<file path="src/rtl/fetch_pc_unit.sv">
// Instruction-fetch stage: PC register, ROM word addressing, next-PC selection
// (sequential / branch / jump), NOP gating outside RUN, out-of-range fetch trap
// and a saturating retired-instruction counter.
module fetch_pc_unit #(
  parameter logic [31:0] RESET_PC  = 32'h0000_0000,
  parameter int unsigned ADDR_W    = 5,
  parameter int unsigned ROM_DEPTH = 21,
  parameter int unsigned CNT_W     = 32
) (
  input  logic              clk,
  input  logic              resetn,
  input  logic              stall,
  input  logic              br_taken,
  input  logic [15:0]       br_offset,
  input  logic              jmp_taken,
  input  logic [25:0]       jmp_index,
  output logic [ADDR_W-1:0] rom_addr,
  input  logic [31:0]       rom_inst,
  output logic [31:0]       inst,
  output logic [31:0]       pc,
  output logic [31:0]       pc_plus4,
  output logic              inst_valid,
  output logic              fault,
  output logic [CNT_W-1:0]  retired
);

  typedef enum logic [1:0] {
    BOOT  = 2'd0,
    RUN   = 2'd1,
    FAULT = 2'd2
  } state_t;

  state_t            state;
  state_t            state_nxt;
  logic [31:0]       pc_nxt;
  logic              fault_nxt;
  logic [CNT_W-1:0]  retired_nxt;

  logic [31:0]       br_target;
  logic [31:0]       jmp_target;
  logic [31:0]       next_pc;
  logic [31:0]       next_off;
  logic              next_bad;
  logic [CNT_W-1:0]  retired_inc;

  // Sequential address, branch and jump targets; all arithmetic wraps mod 2^32.
  assign pc_plus4   = pc + 32'd4;
  assign br_target  = pc_plus4 + {{14{br_offset[15]}}, br_offset, 2'b00};
  assign jmp_target = {pc_plus4[31:28], jmp_index, 2'b00};

  // Jump has priority over branch when decode asserts both.
  always_comb begin
    next_pc = pc_plus4;
    if (jmp_taken)
      next_pc = jmp_target;
    else if (br_taken)
      next_pc = br_target;
  end

  // Word index of the candidate PC relative to ROM base; anything past the
  // last valid word (including wrap below the base) is a fetch fault.
  assign next_off = next_pc - RESET_PC;
  assign next_bad = (next_off >> 2) >= 32'(ROM_DEPTH);

  // Counter sticks at all-ones instead of wrapping.
  assign retired_inc = (&retired) ? retired : retired + CNT_W'(1);

  // ROM is addressed straight from the PC; fetched word is a NOP unless running.
  assign rom_addr   = ADDR_W'((pc - RESET_PC) >> 2);
  assign inst_valid = (state == RUN);
  assign inst       = inst_valid ? rom_inst : '0;

  // Next-state and commit decision; every register holds by default.
  always_comb begin
    state_nxt   = state;
    pc_nxt      = pc;
    fault_nxt   = fault;
    retired_nxt = retired;
    unique case (state)
      BOOT: begin
        state_nxt = RUN;
      end
      RUN: begin
        if (!stall) begin
          pc_nxt      = next_pc;
          retired_nxt = retired_inc;
          if (next_bad) begin
            state_nxt = FAULT;
            fault_nxt = 1'b1;
          end
        end
      end
      FAULT: begin
        state_nxt = FAULT;
      end
      default: begin
        state_nxt = BOOT;
      end
    endcase
  end

  // State, PC, fault flag and counter registers with async active-low reset.
  always_ff @(posedge clk or negedge resetn) begin
    if (!resetn) begin
      state   <= BOOT;
      pc      <= RESET_PC;
      fault   <= 1'b0;
      retired <= '0;
    end else begin
      state   <= state_nxt;
      pc      <= pc_nxt;
      fault   <= fault_nxt;
      retired <= retired_nxt;
    end
  end

endmodule

</file>
<file path="config.mk">
export PLATFORM = sky130hd
export DESIGN_NAME = fetch_pc_unit
export DESIGN_NICKNAME = d
export VERILOG_FILES = /design/src/rtl/fetch_pc_unit.sv
export SDC_FILE = /design/constraint.sdc
export NUM_CORES = 1
export LEC_CHECK = 0
export CORE_UTILIZATION = 28
export DETAILED_ROUTE_END_ITERATION = 10
export DONT_BUFFER_PORTS = 1
export PLACE_DENSITY = 0.41
export SKIP_LAST_GASP = 1
export SLEW_MARGIN = 15
export SYNTH_ARGS = -nofsm -noshare
export SYNTH_HDL_FRONTEND = slang
export SYNTH_SLANG_ARGS = --single-unit
</file>
<file path="constraint.sdc">
create_clock -name clk -period 6.4 [get_ports clk]
set_input_delay 1.28 -clock clk [delete_from_list [all_inputs] [get_ports clk]]
set_output_delay 1.28 -clock clk [all_outputs]
set_load 0.03 [all_outputs]
</file>
==> summary.txt, run 1 <==
Run status
  – Run status: finished clean

Synthesis
  – Count leader, synth: nand2_1
  – Yosys top cell area share: 0.2664
  – Commonest cells post-synth: nand2_1, dfrtp_1, xnor2_1, nor2_1, o21ai_0
  – Top post-synthesis cells by area: dfrtp_1, xnor2_1, ha_1, nand2_1, and2_1
  – Post-synth EDFFs: 0
  – Synth Flop Type: dfrtp_1
  – Yosys Warn Count: 0
  – Register area share after synthesis: 0.2664
  – Distinct cells, synth: 80
  – Avg Cell Area, Syn: 7.867 µm²
  – Gate Count Post-Synth: 776
  – Asr flop ratio synth: 1.000
  – Area leader, netlist: dfrtp_1
  – Post-Syn Area: 6105 µm²
  – Yosys reg bits: 65

Floorplan
  – # IOs: 214
  – Core Box Area: 21220 µm²
  – Initial Utilization: 0.2877
  – Die height: 149.7 µm
  – Core Rows: 53
  – Die width: 149.7 µm
  – Die Area: 22400 µm²

Setup path
  – CP max stage cell: or4_1
  – Worst r2r src: pc[2]
  – RR Endpoint: state[0]
  – Setup crit start: pc[2]
  – Data required time of the worst path: 6.66 ns
  – Critical path endpoint: state[0]
  – Setup crit start kind: flip-flop
  – Critical Path Fanout Max: 9
  – Crit Path Class: reg2reg
  – Critical path endpoint category: flip-flop
  – Crit path arrival time: 5.92 ns
  – Reg2reg path depth: 17
  – Crit path largest cell delay: 0.67 ns
  – R2R setup slack: 0.74 ns
  – CP cell instances: buf_4 -> ha_1 -> nand4_2 -> or4_1 -> o21a_1 -> or2_2 -> ha_1 -> a21oi_1 -> o21ai_0 -> o41ai_1 -> o21ai_0 -> nor4_1 -> or3b_2 -> nand4_1 -> or4_4 -> or4_1 -> nand3_1

Detailed routing
  – Residual DRC: 0
  – Drt via density: 5.674
  – Total Wirelength: 22570 µm
  – Final ANT Viol Nets: 0
  – Iter 0 DRT Violations: 344
  – 1st-pass router iterations: 5
  – Total number of vias: 5992
  – WL/cell: 21.37 µm

Global routing
  – Largest net degree at the start of global routing: 66
  – Via count of the first global-routing pass: 5909
  – Initial antenna violation count: 2
  – First-pass GRT wire length: 34010 µm
  – Overall Global Routing Usage: 0.1991
  – GR Overflow Total: 0

Power and ir drop
  – Peak supply drop: 129.3 µV
  – Pwr dens: 495.9 nW/µm²
  – Cell leakage power: 2.881 nW

STA
  – Final Hold Viols: 0
  – Worst-Margin Slew: 1.077 ns
  – Max Fclk: 176.7 MHz
  – RSZ-0062 raised after global routing: false
  – Final Max Slew Viols: 0
  – Slew HR: 0.2769
  – TNS Setup: 0 ns
  – Minimum clock period after layout: 5.660 ns
  – Period utilization: 0.8844
  – Final setup violation count: 0
  – Post-Route Skew: 0.006371 ns

Place
  – DP HPWL: 17840 µm
  – Final RePlAce weighted congestion: 0.9420
  – Placed cells: 1038
  – Port Buf Inserts: 0

Worst hold path
  – Worst Hold Class: reg2reg

Clocking
  – Reg clk slew, reported paths: 0.06 ns
  – Postcts setup bufs: 0
  – Worst-Skew Late Latency: 0.32 ns
  – Sinks on Clock Net: 65
  – CTS tree: built
  – CTS Root Cell: clkbuf_16
  – Total CTS buffers: 9
  – Maximum level of the CTS H-tree: 3
  – Max Buffers Root-to-Sink: 2
  – Cts repair resizes: 0
  – Quantity of hold-fixing buffers added after cts: 0

Flow run
  – Maxcap violations: 0

Layout
  – Layout area overhead: 11.29%
  – Share of layout cells above drive strength 1: 0.08729
  – Final instance count without filler cells: 1056
  – Nets@finish: 887
logic make-up (layout without fill, tap and decap cells):
group,Yosys count,count (layout),synth area share
buffers and inverters,67,67,0.04734
adders and majority gates,34,34,0.07092
DFF,65,65,0.2664
and+or+nand+nor,341,341,0.2933
xor gates and xnor gates,66,66,0.09592
other,1,6,0.0006143
muxes,8,8,0.01394
AOI/OAI and AO/OA,194,194,0.2115
layout by cell type (no fill, tap or decap), types with 26 or more instances in the layout:
cell and count:
and2_1 41, dfrtp_1 65, a21oi_1 42, nor2_1 43, nand3_1 33, ha_1 33, buf_4 26, xnor2_1 48
nand2_1 101, o21ai_0 43
through the flow:
| stage | hold slack [ns] | util | setup slack [ns] | power, mW | cell area [µm²] |
|---|---|---|---|---|---|
| after global routing | 0.5715 | 0.3202 | 0.2398 | 3.596 | 6794 |
| final | 0.4924 | 0.3202 | 0.7399 | 3.369 | 6794 |
| after CTS | 0.4970 | 0.3199 | 0.7627 | 3.373 | 6789 |
| after detailed placement | 0.4819 | 0.3044 | 0.7435 | 2.814 | 6460 |
| after global placement | 0.4731 | 0.3044 | 0.8026 | 2.820 | 6460 |
| after floorplan | 0.5926 | - | 1.095 | 2.312 | 6116 |
worst max-delay path, delay by kind of cell, from the launching register on:
family	cells	cell delay [ns]
AND/OR/NAND/NOR	9	2.92
adder cells (fa/ha/maj)	2	0.68
flip-flops	1	0.32
AO/OA/AOI/OAI	5	1.40
buffers and inverters	1	0.24
metal layers:
layer  track usage  vias to the layer above  wire (µm)  part of all wire
met1        0.2478                     2852       9452              0.42
li1              -                     2823          -                 -
met2        0.3391                      282      10840              0.48
met3       0.04146                       35       1711             0.076
met4       0.06869                        0        569             0.025
met5             0                        -          0                 0
how the worst min path moves through the flow:
stage	startpoint	endpoint	slack, ns	cells after the start
2_1_floorplan	state[1]	state[1]	0.59	4
3_3_place_gp	pc[5]	pc[5]	0.47	2
3_5_place_dp	pc[5]	pc[5]	0.48	2
4_1_cts	pc[5]	pc[5]	0.50	2
5_1_grt	pc[5]	pc[5]	0.57	2
6_report	pc[5]	pc[5]	0.49	2
sequential cells by signal, summed over array words and instances, names as in the netlist:
name and flops:
retired 32, pc 30, state 2, fault 1
where the power goes:
| group | internal, mW | leakage, nW | switching [mW] |
|---|---|---|---|
| logic | 0.633 | 1.87 | 1.35 |
| registers | 0.513 | 0.852 | 0.330 |
| clock network | 0.353 | 0.159 | 0.185 |
| total | 1.50 | 2.88 | 1.87 |
cell type report:
class	instances	area, µm²
sequential	65	1627
multi-input combinational	647	4200
tap	275	344.1
fill	2271	14430
antenna	2	5.005
inverter	25	93.84
clock inverter	6	90.09
clock buffer	10	239.0
timing repair buffer	26	195.2
Power figures use the tool's default switching activity.
==> run 2: changes to the inputs <==
--- a/constraint.sdc
+++ b/constraint.sdc
@@ -3,2 +3,2 @@
 set_output_delay 1.28 -clock clk [all_outputs]
-set_load 0.03 [all_outputs]
+set_load 0.1 [all_outputs]
==> run 2 against run 1 <==
Net effect: first-iteration DRC count is 6.7% higher; global-route usage is 0.49 points higher; sequential share of layout area is 1.4 points lower; non-clock buffer count is 36 higher; clock skew is 0.0045 ns higher; maximum frequency is 1.7% higher; wire length is 1.3% higher; worst setup slack better by 0.096 ns; count of clock-buffer cells in the layout is 1 lower; core utilization is 2.2 points higher.
==> summary.txt, run 2 (synthesis gave the netlist of run 1 again) <==
Run status
  – Run status: finished clean

Clocking
  – Cts repair resizes: 0 (unchanged)
  – Max Buffers Root-to-Sink: 2 (unchanged)
  – Quantity of hold-fixing buffers added after cts: 0 (unchanged)
  – Maximum level of the CTS H-tree: 3 (unchanged)
  – Total CTS buffers: 9 (unchanged)
  – Worst-Skew Late Latency: 0.33 ns (about the same)
  – Reg clk slew, reported paths: 0.05 ns (about the same)
  – Sinks on Clock Net: 65 (unchanged)
  – CTS Root Cell: clkbuf_16
  – Postcts setup bufs: 0 (unchanged)
  – CTS tree: built

STA
  – Worst-Margin Slew: 1.081 ns (+0.003654 ns)
  – Final setup violation count: 0 (unchanged)
  – Final Max Slew Viols: 0 (unchanged)
  – Max Fclk: 179.7 MHz (+1.7%)
  – RSZ-0062 raised after global routing: false
  – Final Hold Viols: 0 (unchanged)
  – Slew HR: 0.2797 (+0.002723)
  – Post-Route Skew: 0.01083 ns (+0.004463 ns)
  – Hold WS: 0.5454 ns (+0.05308 ns)
  – TNS Setup: 0 ns (unchanged)
  – Minimum clock period after layout: 5.564 ns (-0.09645 ns)
  – Period utilization: 0.8693 (-0.01507)

Layout
  – Most frequent cells in the layout: nand2_1, buf_4, dfrtp_1, nor2_1, o21ai_0
  – Largest Register: retired
  – Largest registers: retired: 32 flops, pc: 30 flops, state: 2 flops
  – Final instance count without filler cells: 1090 (+3.2%)
  – Commonest non-fill, non-tap cell in the layout: nand2_1
  – Multi-input logic area: 4379 µm² (+4.3%)
  – Reg area: 1633 µm² (+0.38%)
  – Share of layout cells above drive strength 1: 0.1620 (+0.07467)
  – Nets@finish: 923 (+4.1%)
  – Inserted Diodes: 0 (-2)
  – Fillers: 2266 (-0.22%)
  – Layout area overhead: 18.86%
  – Max FFs per register: 32 (unchanged)

Detailed routing
  – Drt via density: 5.624 (-0.89%)
  – 1st-pass router iterations: 6 (+1)
  – Iter 0 DRT Violations: 367 (+6.7%)
  – Final ANT Viol Nets: 0 (unchanged)
  – Total number of vias: 6130 (+2.3%)
  – Residual DRC: 0 (unchanged)
  – WL/cell: 20.98 µm (-1.8%)
  – Total Wirelength: 22870 µm (+1.3%)

Floorplan
  – Die width: 149.7 µm (unchanged)
  – Core Rows: 53 (unchanged)
  – Die Area: 22400 µm² (unchanged)
  – Die height: 149.7 µm (unchanged)
  – Core Box Area: 21220 µm² (unchanged)
  – Initial Utilization: 0.2877 (unchanged)
  – # IOs: 214 (unchanged)

Place
  – Final RePlAce weighted congestion: 0.9646 (+2.4%)
  – Placed cells: 1074 (+3.5%)
  – Port Buf Inserts: 0 (unchanged)
  – DP HPWL: 18660 µm (+4.6%)

Global routing
  – GR Overflow Total: 0 (unchanged)
  – Largest net degree at the start of global routing: 66 (unchanged)
  – Via count of the first global-routing pass: 6019 (+1.9%)
  – First-pass GRT wire length: 34720 µm (+2.1%)
  – Overall Global Routing Usage: 0.2040 (+0.004896)
  – Initial antenna violation count: 0 (-2)

Setup path
  – Setup crit start kind: flip-flop
  – CP max stage cell: or4_1
  – Critical Path Fanout Max: 7 (-2)
  – Worst r2r src: pc[4]
  – Critical path endpoint category: flip-flop
  – CP cell instances: buf_4 -> nand3_2 -> or2_4 -> nor2_1 -> and3_1 -> xnor2_1 -> inv_1 -> ha_1 -> nand4_1 -> o22ai_1 -> a32oi_2 -> a22oi_1 -> a2111oi_0 -> nor3_1 -> a2111oi_0 -> nand3_1 -> or4_1 -> nand3_1
  – Crit path arrival time: 5.82 ns (-0.10 ns)
  – Setup crit start: pc[4]
  – Crit path largest cell delay: 0.54 ns (-0.13 ns)
  – Data required time of the worst path: 6.65 ns (about the same)
  – Crit Path Class: reg2reg

Worst hold path
  – Worst Hold Class: reg2reg
  – Hold_sp: pc[3]

Flow run
  – Maxcap violations: 0 (unchanged)
==> run 2: worst max-delay path, delay by kind of cell (launching register included) <==
family                   cells  cell delay [ns]
AO/OA/AOI/OAI                5             1.61
XOR/XNOR                     1             0.17
adder cells (fa/ha/maj)      1             0.38
buffers and inverters        2             0.64
flip-flops                   1             0.36
AND/OR/NAND/NOR              9             2.33
==> run 2: through the flow <==
stage | cell area (µm²) | utilization | worst slack (ns)
finish | 7256 | 0.3419 | 0.8363
global route | 7256 | 0.3419 | 0.5026
CTS | 7256 | 0.3419 | 0.8885
detailed placement | 6935 | 0.3268 | 0.9181
global placement | 6935 | 0.3268 | 0.9880
floorplan | 6198 | - | 0.009743
==> run 2: final timing paths <==
path / depth (start not counted) / slack (ns) / to
worst min-delay path: 2 / 0.55 / pc[3]
max in group asynchronous: 0 / 5.64 / pc[4]
min in group asynchronous: 0 / 0.64 / retired[27]
worst min register to register: 2 / 0.55 / pc[3]
worst max-delay path: 18 / 0.84 / state[0]
worst max register to register: 18 / 0.84 / state[0]
==> run 2: layer usage <==
metal	vias up	global-route usage	wire length (µm)
li1	2899	-	-
met1	2903	0.2549	9593
met2	293	0.3449	10860
met3	35	0.04085	1820
met4	0	0.07626	596
met5	-	0	0
==> run 2: area by class of cell <==
| type | instances | area share |
|---|---|---|
| multi-input cells | 647 | 0.6036 |
| flip-flops and latches | 65 | 0.2250 |
| repair buffers | 62 | 0.06691 |
| well taps | 275 | 0.04742 |
| clock buffers | 9 | 0.03104 |
| clock inverters | 7 | 0.01311 |
| inverters | 25 | 0.01293 |
Power of run 2 is not shown: default switching activity piles up to over one toggle a cycle in this logic, so the estimate is an artifact.
==> RTL change 1 (flow settings as in run 2) <==
Re-encode `state_t` (3 states) as one-hot, 3 bits wide.
--- a/src/rtl/fetch_pc_unit.sv
+++ b/src/rtl/fetch_pc_unit.sv
@@ -25,8 +25,8 @@
 );
 
-  typedef enum logic [1:0] {
-    BOOT  = 2'd0,
-    RUN   = 2'd1,
-    FAULT = 2'd2
+  typedef enum logic [2:0] {
+    BOOT  = 3'b001,
+    RUN   = 3'b010,
+    FAULT = 3'b100
   } state_t;
 
Behaviour: same outputs for any inputs over 4 cycles, from zero or initial values and one cycle with resetn low; so few cycles prove little.
==> RTL change 1 against run 2 <==
First-iteration DRC count rose by 8.4%; setup slack improved by 0.27 ns; synthesized area rose by 2.8%; core utilization fell by 0.32 points; cell count rose by 1.0%; design area rose by 2.2%; critical endpoint is now state[2]; routed wire length rose by 4.6%; sequential share of layout area fell by 0.13 points; sequential cell count rose by 1; critical path type unchanged.
Power is not shown: default switching activity piles up to over one toggle a cycle in this logic, so the estimate is an artifact.
==> RTL change 1: results (changes against run 2) <==
<table>
<tr><th>Metric</th><th>Value</th></tr>
<tr><th colspan="2">Status</th></tr>
<tr><td>Result of the run</td><td>finished clean</td></tr>
<tr><th colspan="2">Timing</th></tr>
<tr><td>Worst-case clock skew</td><td>0.00700 ns (-0.00383 ns)</td></tr>
<tr><td>FMAX</td><td>189 MHz (+5.1%)</td></tr>
<tr><td>Smallest hold slack</td><td>0.555 ns (+0.00959 ns)</td></tr>
<tr><th colspan="2">Synthesis</th></tr>
<tr><td>Post-synthesis average cell area</td><td>8.02 µm² (+1.9%)</td></tr>
<tr><td>Most frequent cells after synthesis</td><td>95 x nand2_1, 65 x dfrtp_1, 44 x o21ai_0</td></tr>
<tr><td>Compound-Gate Fraction of Synth Area</td><td>0.225 (+0.0139)</td></tr>
<tr><td>Xor and xnor area share after synthesis</td><td>0.0893 (-0.00664)</td></tr>
<tr><td>Proportion of synthesized chip area in sequential cells</td><td>0.263 (-0.00320)</td></tr>
<tr><td>Adder and majority gate portion of the synthesized area</td><td>0.0729 (+0.00202)</td></tr>
<tr><td>Top cells by area in the synthesized netlist</td><td>dfrtp_1 26%, ha_1 7.0%, nand2_1 5.7%</td></tr>
<tr><th colspan="2">Detailed routing</th></tr>
<tr><td>Starting DRC count in detailed routing</td><td>398 (+8.4%)</td></tr>
<tr><td>Count of TritonRoute iterations in the first routing pass</td><td>5 (-1)</td></tr>
<tr><td>Average wire per cell in the routed design</td><td>21.7 µm (+3.6%)</td></tr>
<tr><td>Vias per cell</td><td>5.72 (+1.8%)</td></tr>
<tr><td>Total wirelength of the detailed-routed design</td><td>23900 µm (+4.6%)</td></tr>
<tr><th colspan="2">Placed design</th></tr>
<tr><td>Post-placement setup slack</td><td>1.20 ns (+0.283 ns)</td></tr>
<tr><td>Detailed placer's ending HPWL</td><td>19200 µm (+3.1%)</td></tr>
<tr><td>Dpl cell area</td><td>7110 µm² (+2.5%)</td></tr>
<tr><td>Number of placed instances with taps included</td><td>1084 (+0.93%)</td></tr>
<tr><td>Final weighted congestion of routability-driven global placement</td><td>0.954 (-1.1%)</td></tr>
<tr><th colspan="2">Setup path</th></tr>
<tr><td>Critical path peak fanout</td><td>9 (+2)</td></tr>
<tr><td>Worst R2R Setup Slack</td><td>1.11 ns (+0.27 ns)</td></tr>
<tr><th colspan="2">Global routing</th></tr>
<tr><td>Vias in the first global route</td><td>6137 (+2.0%)</td></tr>
<tr><td>Wire length of the first global-routing pass</td><td>36100 µm (+4.0%)</td></tr>
<tr><td>Maximum number of pins on one net before global-route repair</td><td>67 (+1.5%)</td></tr>
<tr><th colspan="2">Layout</th></tr>
<tr><td>Post-layout net count</td><td>930 (+0.76%)</td></tr>
<tr><td>Ratio of cells with drive above 1 in the final layout</td><td>0.167 (+0.00511)</td></tr>
</table>
-- RTL change 1: metal layers --
layer	track usage	vias to the layer above	wire length, µm
met2	0.349	281	11500
li1	-	2955	-
met5	0	-	13
met3	0.0422	39	1740
met1	0.265	3025	10100
met4	0.0663	2	555
-- RTL change 1: layout make-up --
cell class	count	area (µm²)
antenna	1	2.50
inverter	20	75.1
fill	2313	14500
clock inverter	7	76.3
tap	280	350
sequential	66	1660
multi-input combinational	655	4530
timing repair buffer	63	493
clock buffer	9	225
-- RTL change 1: kinds of logic (layout without fill, tap and decap cells) --
logic type / count (synthesis) / count (layout)
other: 1 / 5
flip-flops: 66 / 66
AO/OA/AOI/OAI: 204 / 204
AND/OR/NAND/NOR: 336 / 336
buffers and inverters: 65 / 99
adder cells (fa/ha/maj): 36 / 36
multiplexers: 11 / 11
XOR/XNOR: 64 / 64
-- RTL change 1: worst paths after layout --
kind | startpoint | cells past startpoint | end
setup / recovery | pc[6] | 15 | state[2]
hold / removal | pc[5] | 2 | pc[5]
setup reg to reg | pc[6] | 15 | state[2]
hold reg to reg | pc[5] | 2 | pc[5]
max in group asynchronous | resetn | 0 | state[0]
min in group asynchronous | resetn | 0 | retired[24]
-- RTL change 1: worst max-delay path, cell delays in order (launching register included) --
cell and delay [ns]:
dfrtp_2 0.38, buf_4 0.51, and4_1 0.32, nand4_1 0.15, xnor2_2 0.19, buf_4 0.33
ha_1 0.39, a21oi_1 0.25, nor2_1 0.09, o311ai_1 0.86, nand4_1 0.21, nand4b_1 0.24
o2111ai_1 0.14, or4b_1 0.52, nor4_2 0.42, a21oi_1 0.12
==> RTL change 2 (settings of run 2) <==
Made on the original files. Change the parameter `CNT_W` from 32 to 64.
--- a/src/rtl/fetch_pc_unit.sv
+++ b/src/rtl/fetch_pc_unit.sv
@@ -6,5 +6,5 @@
   parameter int unsigned ADDR_W    = 5,
   parameter int unsigned ROM_DEPTH = 21,
-  parameter int unsigned CNT_W     = 32
+  parameter int unsigned CNT_W     = 64
 ) (
   input  logic              clk,
Interface: changed (resized retired); port bits go from 214 to 246. No check against the original RTL was run, so the function may have changed too.
==> RTL change 2 against run 2 <==
The flow now finishes with violations (design-rule violations); first-iteration DRC count grew 27%; design area grew 19%; maximum frequency grew 8.3%; synthesized cell count grew 12%; sequential cell count grew 32; routed wire length grew 11%; global-route usage shrank 1.7 points; synthesized area grew 22%; clock skew shrank 0.0012 ns; non-clock buffer count shrank 2; critical path type unchanged; hold slack gained 0.027 ns; setup slack gained 0.42 ns.
==> RTL change 2: results (changes against run 2) <==
<table>
<tr><th>Metric</th><th>Value</th></tr>
<tr><th colspan="2">Detailed routing</th></tr>
<tr><td>Vias per cell</td><td>5.39 (-4.2%)</td></tr>
<tr><td>Average wire per cell in the routed design</td><td>20.5 µm (-2.5%)</td></tr>
<tr><td>Starting DRC count in detailed routing</td><td>467 (+27%)</td></tr>
<tr><td>Drc violations</td><td>24 (+24)</td></tr>
<tr><th colspan="2">Layout</th></tr>
<tr><td>Biggest regs</td><td>retired: 64 flops, pc: 30 flops, state: 2 flops</td></tr>
<tr><td>Post-layout net count</td><td>1019 (+10%)</td></tr>
<tr><th colspan="2">Placed design</th></tr>
<tr><td>Final weighted congestion of routability-driven global placement</td><td>0.862 (-11%)</td></tr>
<tr><td>Number of placed instances with taps included</td><td>1229 (+14%)</td></tr>
<tr><td>Detailed placer's ending HPWL</td><td>20400 µm (+9.5%)</td></tr>
<tr><th colspan="2">Setup path</th></tr>
<tr><td>Critical path peak fanout</td><td>8 (+1)</td></tr>
<tr><td>Standard cell with the maximum stage delay on the critical path</td><td>nor4_1</td></tr>
<tr><td>Largest stage delay on the critical path</td><td>0.82 ns (+0.28 ns)</td></tr>
<tr><th colspan="2">Synthesis</th></tr>
<tr><td>Compound-Gate Fraction of Synth Area</td><td>0.173 (-0.0389)</td></tr>
<tr><td>Most frequent cells after synthesis</td><td>108 x nand2_1, 97 x dfrtp_1, 71 x xnor2_1</td></tr>
<tr><td>Gate Count Post-Synth</td><td>871 (+12%)</td></tr>
<tr><td>Share of cell area taken by muxes after synthesis</td><td>0.0159 (+0.00197)</td></tr>
<tr><td>Adder and majority gate portion of the synthesized area</td><td>0.0596 (-0.0113)</td></tr>
<tr><td>Proportion of synthesized chip area in sequential cells</td><td>0.325 (+0.0583)</td></tr>
<tr><th colspan="2">Clock network</th></tr>
<tr><td>Clock slew at the register clock pins of the worst setup and hold paths</td><td>0.07 ns (+0.02 ns)</td></tr>
<tr><td>Source-to-sink clock delay at the later pin of the worst-skew pair</td><td>0.35 ns (+0.02 ns)</td></tr>
<tr><th colspan="2">Timing</th></tr>
<tr><td>Worst-case clock skew</td><td>0.00959 ns (-0.00125 ns)</td></tr>
<tr><th colspan="2">Global routing</th></tr>
<tr><td>Wire length of the first global-routing pass</td><td>38600 µm (+11%)</td></tr>
<tr><td>Vias in the first global route</td><td>6521 (+8.3%)</td></tr>
<tr><td>Maximum number of pins on one net before global-route repair</td><td>98 (+48%)</td></tr>
<tr><th colspan="2">Status</th></tr>
<tr><td>Violations in the final reports</td><td>design-rule violations</td></tr>
<tr><td>Result of the run</td><td>finished with violations</td></tr>
</table>
==> RTL change 2: cell count changes in the layout (fill, tap and decap cells not counted), moves of 9 or more <==
cell | run 2 | this run
dfrtp_1 | 60 | 92
xnor2_1 | 33 | 55
nand3_1 | 33 | 47
o211ai_1 | 5 | 15
and4_1 | 4 | 13
nand4_1 | 25 | 34
==> RTL change 2: worst paths after layout <==
path                                to   start  slack, ns
setup / recovery              state[0]   pc[9]       1.26
hold / removal                   pc[4]   pc[4]       0.57
setup reg to reg              state[0]   pc[9]       1.26
hold reg to reg                  pc[4]   pc[4]       0.57
max in group asynchronous        pc[3]  resetn       5.63
min in group asynchronous  retired[60]  resetn       0.62
==> RTL change 2: area by class of cell <==
| type | count | area, µm² |
|---|---|---|
| Clock buffer | 11 | 233 |
| Clock inverter | 4 | 53.8 |
| Fill cell | 2761 | 17500 |
| Inverter | 19 | 71.3 |
| Multi-Input combinational cell | 718 | 4990 |
| Sequential cell | 97 | 2430 |
| Tap cell | 335 | 419 |
| Timing Repair Buffer | 60 | 470 |
==> RTL change 2: metal layers <==
| metal | up-vias | GRT usage | routed length, µm |
|---|---|---|---|
| met4 | 0 | 0.0781 | 778 |
| met2 | 219 | 0.290 | 11600 |
| met5 | - | 0 | 0 |
| met1 | 3195 | 0.248 | 11100 |
| met3 | 41 | 0.0432 | 1980 |
| li1 | 3246 | - | - |
==> RTL change 2: through the flow <==
stage	cell area (µm²)	total power [W]	hold slack [ns]	worst slack [ns]	util
floorplan	7490	0.00393	0.532	0.0504	-
global placement	8380	0.00471	0.555	1.42	0.321
detailed placement	8380	0.00469	0.558	1.36	0.321
CTS	8670	0.00525	0.573	1.33	0.332
global route	8670	0.00550	0.598	0.854	0.332
finish	8670	0.00523	0.573	1.26	0.332
